$ cat src/rtl/l1_cache_control.sv
// Direct-mapped, write-back / write-allocate L1 cache controller driving one external way
// (valid/dirty/tag/data arrays) between the LC-3b memory port and physical memory.
module l1_cache_control #(
  parameter int TAG_W  = 9,
  parameter int IDX_W  = 3,
  parameter int LINE_W = 128
) (
  input  logic              clk,
  input  logic              reset,
  input  logic              mem_read,
  input  logic              mem_write,
  input  logic [15:0]       mem_address,
  input  logic [15:0]       mem_wdata,
  input  logic [1:0]        mem_byte_enable,
  output logic              mem_resp,
  output logic [15:0]       mem_rdata,
  output logic              pmem_read,
  output logic              pmem_write,
  output logic [15:0]       pmem_address,
  output logic [LINE_W-1:0] pmem_wdata,
  input  logic [LINE_W-1:0] pmem_rdata,
  input  logic              pmem_resp,
  output logic [IDX_W-1:0]  way_index,
  output logic [TAG_W-1:0]  way_tag_in,
  output logic [3:0]        way_write,
  output logic              way_dirty_in,
  output logic [LINE_W-1:0] way_data_in,
  input  logic              way_valid_out,
  input  logic              way_dirty_out,
  input  logic [TAG_W-1:0]  way_tag_out,
  input  logic [LINE_W-1:0] way_data_out,
  output logic [15:0]       hit_count,
  output logic [15:0]       miss_count
);

  localparam int OFF_W = 16 - TAG_W - IDX_W;

  typedef enum logic [1:0] {
    S_CHECK,
    S_WRITEBACK,
    S_FILL
  } state_e;

  state_e            state_q, state_d;
  logic [15:0]       hit_count_q, hit_count_d;
  logic [15:0]       miss_count_q, miss_count_d;
  logic              filled_q, filled_d;

  logic              req;
  logic              hit;
  logic [OFF_W-2:0]  word_sel;
  logic [15:0]       old_word;
  logic [15:0]       new_word;
  logic [LINE_W-1:0] merged_line;

  assign req        = mem_read | mem_write;
  assign hit        = way_valid_out && (way_tag_out == mem_address[15 -: TAG_W]);
  assign word_sel   = mem_address[OFF_W-1:1];
  assign way_index  = mem_address[OFF_W +: IDX_W];
  assign way_tag_in = mem_address[15 -: TAG_W];
  assign old_word   = way_data_out[{word_sel, 4'b0000} +: 16];
  assign mem_rdata  = old_word;
  assign new_word   = {mem_byte_enable[1] ? mem_wdata[15:8] : old_word[15:8],
                       mem_byte_enable[0] ? mem_wdata[7:0]  : old_word[7:0]};

  always_comb begin
    merged_line = way_data_out;
    merged_line[{word_sel, 4'b0000} +: 16] = new_word;
  end

  always_comb begin
    // NOTE: every signal assigned here gets a default first, so no path leaves one unassigned and infers a latch.
    state_d      = state_q;
    filled_d     = filled_q;
    hit_count_d  = hit_count_q;
    miss_count_d = miss_count_q;
    mem_resp     = 1'b0;
    pmem_read    = 1'b0;
    pmem_write   = 1'b0;
    pmem_address = '0;
    pmem_wdata   = way_data_out;
    way_write    = 4'b0000;
    way_dirty_in = 1'b0;
    way_data_in  = merged_line;

    unique case (state_q)
      S_CHECK: begin
        if (req) begin
          if (hit) begin
            mem_resp = 1'b1;
            filled_d = 1'b0;
            // The response that completes a miss was already counted as a miss.
            if (!filled_q && hit_count_q != 16'hFFFF) hit_count_d = hit_count_q + 16'd1;
            if (mem_write) begin
              way_write    = 4'b1001;
              way_dirty_in = 1'b1;
            end
          end else begin
            state_d = (way_valid_out && way_dirty_out) ? S_WRITEBACK : S_FILL;
            if (miss_count_q != 16'hFFFF) miss_count_d = miss_count_q + 16'd1;
          end
        end
      end
      S_WRITEBACK: begin
        pmem_write   = 1'b1;
        pmem_address = {way_tag_out, way_index, {OFF_W{1'b0}}};
        if (pmem_resp) state_d = S_FILL;
      end
      S_FILL: begin
        pmem_read    = 1'b1;
        pmem_address = {mem_address[15:OFF_W], {OFF_W{1'b0}}};
        if (pmem_resp) begin
          // Fill writes valid/tag/data; the dirty enable stays off.
          way_write    = 4'b0111;
          way_data_in  = pmem_rdata;
          way_dirty_in = 1'b0;
          filled_d     = 1'b1;
          state_d      = S_CHECK;
        end
      end
      default: state_d = S_CHECK;
    endcase

    if (reset) begin
      mem_resp   = 1'b0;
      pmem_read  = 1'b0;
      pmem_write = 1'b0;
      way_write  = 4'b0000;
    end
  end

  always_ff @(posedge clk) begin
    // NOTE: sequential state uses non-blocking assignments so every register samples pre-edge values.
    if (reset) begin
      state_q      <= S_CHECK;
      hit_count_q  <= '0;
      miss_count_q <= '0;
      filled_q     <= 1'b0;
    end else begin
      state_q      <= state_d;
      hit_count_q  <= hit_count_d;
      miss_count_q <= miss_count_d;
      filled_q     <= filled_d;
    end
  end

  assign hit_count  = hit_count_q;
  assign miss_count = miss_count_q;

endmodule
$ cat config.mk
export PLATFORM = sky130hd
export DESIGN_NAME = l1_cache_control
export DESIGN_NICKNAME = d
export VERILOG_FILES = /design/src/rtl/l1_cache_control.sv
export SDC_FILE = /design/constraint.sdc
export NUM_CORES = 1
export LEC_CHECK = 0
export ABC_AREA = 1
export CORE_AREA = 2 2 254 256
export DETAILED_ROUTE_END_ITERATION = 8
export DIE_AREA = 0 0 256 258
export SYNTH_ARGS = -nofsm -noshare
export SYNTH_HDL_FRONTEND = slang
export SYNTH_SLANG_ARGS = --single-unit
$ cat constraint.sdc
create_clock -name clk -period 10.05 [get_ports clk]
set_input_delay 3.015 -clock clk [delete_from_list [all_inputs] [get_ports clk]]
set_output_delay 3.015 -clock clk [all_outputs]
set_load 0.02 [all_outputs]
==> key figures, run 1 <==
Clock network
  – Buffers inserted by post-CTS timing repair: 0
  – TritonCTS clock tree: done
  – Max clock buf depth: 2
  – Clock latency reported for the late side of the worst-skew pair: 0.29 ns
  – Cts hold-fix bufs: 0
  – Number of clock sinks: 35
  – TritonCTS Buffers: 5
  – CTS clock-pin slew for the worst setup and hold paths: 0.06 ns
  – Post-cts gate resize count: 0
  – H-tree depth reported by CTS: 2
  – Cell at the root of the clock tree: sky130_fd_sc_hd__clkbuf_16

Floorplan
  – Vertical extent of the die: 258 um
  – Cell row count: 93
  – Top-level port count: 646
  – Die area: 0.06605 sq mm
  – Overall die width: 256 um
  – Starting density of the core: 0.1293
  – Area of the placeable core: 0.06365 sq mm

Timing
  – Least-Margin Pin Slew: 1.275 ns
  – Headroom to the max-slew limit: 0.1407
  – Final setup violation count: 0
  – Sum of negative setup slack: 0 ns
  – Min setup slack post-route: 0.4321 ns
  – Min Clock Period, post-route: 9.618 ns
  – Final clock skew: 0.007357 ns
  – Top achievable clock speed: 104.0 MHz
  – RSZ-0062 raised after global routing: no
  – Max Transition Viols Final: 0
  – Fin. Hold Viols: 0
  – Share of the clock period used by the worst path after layout: 0.9570

Global routing
  – Total routing usage reported by global routing: 0.1892
  – GR Overflow Total: 0
  – Antenna violations before repair: 6
  – Maximum number of pins on one net before global-route repair: 65
  – Via count of the first global-routing pass: 11,670
  – Wire length of the first global-routing pass: 89,680 um

Layout
  – Area added between synthesis and finish: 77.26%
  – Sequential standard cell area: 700.7 sq um
  – FILL cells: 7,338
  – Layout cells sized above 1: 0.06126
  – Multi-input combinational cell area: 0.005692 sq mm
  – Final net count: 2,274

Critical path
  – Start-to-end type of the worst setup path: input port to output pin
  – Cell seen most often among critical-path stages: sky130_fd_sc_hd__inv_2
  – Series of cell instances along the critical path: buf_2 -> inv_2 -> ha_2 -> ha_1 -> inv_2 -> nand3_2 -> inv_1 -> nand3_1 -> a21oi_1 -> clkdlybuf4s50_1
  – Type of element capturing the critical path: output pin
  – Maximum fanout along the worst path: 17
  – Crit path launch type: input port
  – Critical path data arrival time: 6.60 ns
  – Critical Path RT: 7.04 ns
  – Worst setup slack for register-to-register paths: 7.74 ns
  – Critical Path Max Stage Delay: 0.68 ns
  – CP max stage cell: sky130_fd_sc_hd__inv_1
  – Depth of the most critical reg-to-reg path: 9
  – Start of the worst register-to-register path: hit_count[0]$_SDFFE_PP0P_
  – Worst r2r dst: hit_count[2]$_SDFFE_PP0P_

Synthesis
  – Combinational family with the most area after synthesis: simple AND/OR/NAND/NOR gates
  – Post-synthesis average cell area: 5.413 sq um
  – Top-area cell type share of the netlist area: 0.1635
  – Post-synthesis cell type count: 38
  – Synthesized-area fraction occupied by xor and xnor cells: 0.03085
  – Synth area leader: sky130_fd_sc_hd__a21oi_1
  – Compound-gate portion of the synthesized area: 0.2225
  – Leading post-synthesis cells by cell area: sky130_fd_sc_hd__a21oi_1 (16%), sky130_fd_sc_hd__buf_4 (14%), sky130_fd_sc_hd__nand2_1 (13%), sky130_fd_sc_hd__nor2_1 (11%), sky130_fd_sc_hd__dfxtp_1 (8.5%)
  – EDFF count, synth: 0
  – Proportion of synthesized chip area in sequential cells: 0.08511
  – Synth async-reset ratio: 0
  – Syn Inst Count: 1,521
  – Flops & latches, synth: 35
  – Mux cell area share after synthesis: 0
  – Most used flip-flop cell after synthesis: sky130_fd_sc_hd__dfxtp_1
  – Fraction of the mapped netlist area in simple logic gates: 0.4184
  – Post-Syn Area: 0.008233 sq mm
  – Adder and majority cell fraction of the synthesized area: 0.01520
  – Warning count from the yosys run: 0

Power and ir drop
  – Worst voltage drop across the vdd grid: 0.04773 mV
  – Static leakage: 0.005342 uW
  – PwrDens: 102.9 mW/mm^2

Drt
  – Wirelength, routed: 66,690 um
  – Total iterations of the first detailed-routing run: 6
  – Number of nets with antenna violations after detailed routing: 0
  – Remaining DRCs: 0
  – Via count: 12,310
  – Via density per instance: 4.369
  – Post-DR wirelength/cell: 23.67 um
  – DRC violation total after the first TritonRoute iteration: 1,264

Run status
  – Status: complete, no violations

Hold path
  – Launch point of the worst hold path: miss_count[3]$_SDFFE_PP0P_
  – Hold worst-path end: miss_count[3]$_SDFFE_PP0P_
  – Min-Delay Path Class: register to register
  – Worst Hold Depth: 2

Placed design
  – Number of buffers added on ports: 640
  – Post-place setup slack: 0.5166 ns
  – Routability cong.: 0.9078
  – Post-DP HPWL: 53,910 um

Run
  – Maxcap violations: 0
-- power by group --
part	internal (uW)	switching (uW)	leakage, uW
registers	144	5.08	0.000283
logic	483	716	0.00499
clock network	91.7	61.9	0.0000679
-- flip-flops by register name, summed over array words and instances (netlist names) --
register and flops:
filled_q 1, miss_count 16, state_q 2, hit_count 16
-- layout by cell type, fill, tap and decap left out, types with 14 or more instances in the layout --
| cell | instances |
|---|---|
| sky130_fd_sc_hd__a21oi_1 | 269 |
| sky130_fd_sc_hd__inv_1 | 64 |
| sky130_fd_sc_hd__nand3_1 | 113 |
| sky130_fd_sc_hd__buf_4 | 48 |
| sky130_fd_sc_hd__dfxtp_1 | 35 |
| sky130_fd_sc_hd__xnor2_1 | 14 |
| sky130_fd_sc_hd__clkdlybuf4s50_1 | 618 |
| sky130_fd_sc_hd__nand2_1 | 283 |
| sky130_fd_sc_hd__xor2_1 | 15 |
| sky130_fd_sc_hd__o21ai_0 | 62 |
| sky130_fd_sc_hd__nor2_1 | 236 |
| sky130_fd_sc_hd__nand4_1 | 77 |
-- final cells by class --
class / instances / share of cell area
Inverter: 80 / 0.02143
Tap cell: 855 / 0.07330
Timing Repair Buffer: 673 / 0.4571
Multi-Input combinational cell: 1163 / 0.3900
Antenna cell: 4 / 0.0006859
Clock inverter: 1 / 0.0003429
Clock buffer: 7 / 0.009088
Sequential cell: 35 / 0.04801
-- routing by layer --
metal / vias up / global-route usage / wire [um]
li1: 5817 / - / -
met1: 5745 / 0.2424 / 27990
met2: 683 / 0.3252 / 31910
met3: 66 / 0.03406 / 4950
met4: 2 / 0.05101 / 1826
met5: - / 0 / 13
-- worst max-delay path, delay by kind of cell --
family,cells,cell delay [ns]
buffers and inverters,5,2.09
adders and majority gates,2,0.63
AOI/OAI and AO/OA,1,0.25
and+or+nand+nor,2,0.58
-- how the worst max path moves through the flow --
stage	slack, ns	cells after the start	to	start
final	0.43	10	way_data_in[110]	mem_address[2]
after global routing	0.27	10	way_data_in[110]	mem_address[2]
after CTS	0.51	10	way_data_in[110]	mem_address[2]
after detailed placement	0.52	10	way_data_in[110]	mem_address[2]
after global placement	0.55	10	way_data_in[110]	mem_address[2]
after floorplan	1.92	13	way_data_in[5]	mem_address[1]
-- cells by family after synthesis --
kind of cell / Yosys count
flops: 35
xor+xnor: 29
simple gates: 763
other cells: 1
buf+inv: 326
fa+ha+maj: 10
compound gates: 357
-- metrics by stage --
step / instances / hold slack [ns] / util / area [sq um] / total power, uW
floorplan: 1524 / 0.4737 / - / 8244 / 740.9
detailed placement: 2806 / 0.4969 / 0.2270 / 14450 / 1352
CTS: 2814 / 0.5075 / 0.2291 / 14580 / 1511
global route: 2814 / 0.5282 / 0.2291 / 14580 / 1576
finish: 2818 / 0.5083 / 0.2293 / 14590 / 1502
global placement: 2806 / 0.4887 / 0.2270 / 14450 / 1356
-- cell usage after synthesis, types with 15 or more instances --
master	n
sky130_fd_sc_hd__o21ai_0	62
sky130_fd_sc_hd__a21oi_1	269
sky130_fd_sc_hd__nor2_1	236
sky130_fd_sc_hd__nand3_1	113
sky130_fd_sc_hd__nand4_1	77
sky130_fd_sc_hd__buf_2	36
sky130_fd_sc_hd__dfxtp_1	35
sky130_fd_sc_hd__inv_1	65
sky130_fd_sc_hd__nand2_1	284
sky130_fd_sc_hd__clkbuf_1	41
sky130_fd_sc_hd__xor2_1	15
sky130_fd_sc_hd__buf_4	150
Note: power is estimated with default switching activity, not from simulation.
==> run 2, diff against run 1 <==
--- a/config.mk
+++ b/config.mk
@@ -9,6 +9,7 @@
 export CORE_AREA = 2 2 254 256
 export DETAILED_ROUTE_END_ITERATION = 8
 export DIE_AREA = 0 0 256 258
+export HOLD_SLACK_MARGIN = 0.06
 export SYNTH_ARGS = -nofsm -noshare
 export SYNTH_HDL_FRONTEND = slang
 export SYNTH_SLANG_ARGS = --single-unit
==> results of run 2 <==
No change in the layout: final DEF, timing and power equal those of run 1.
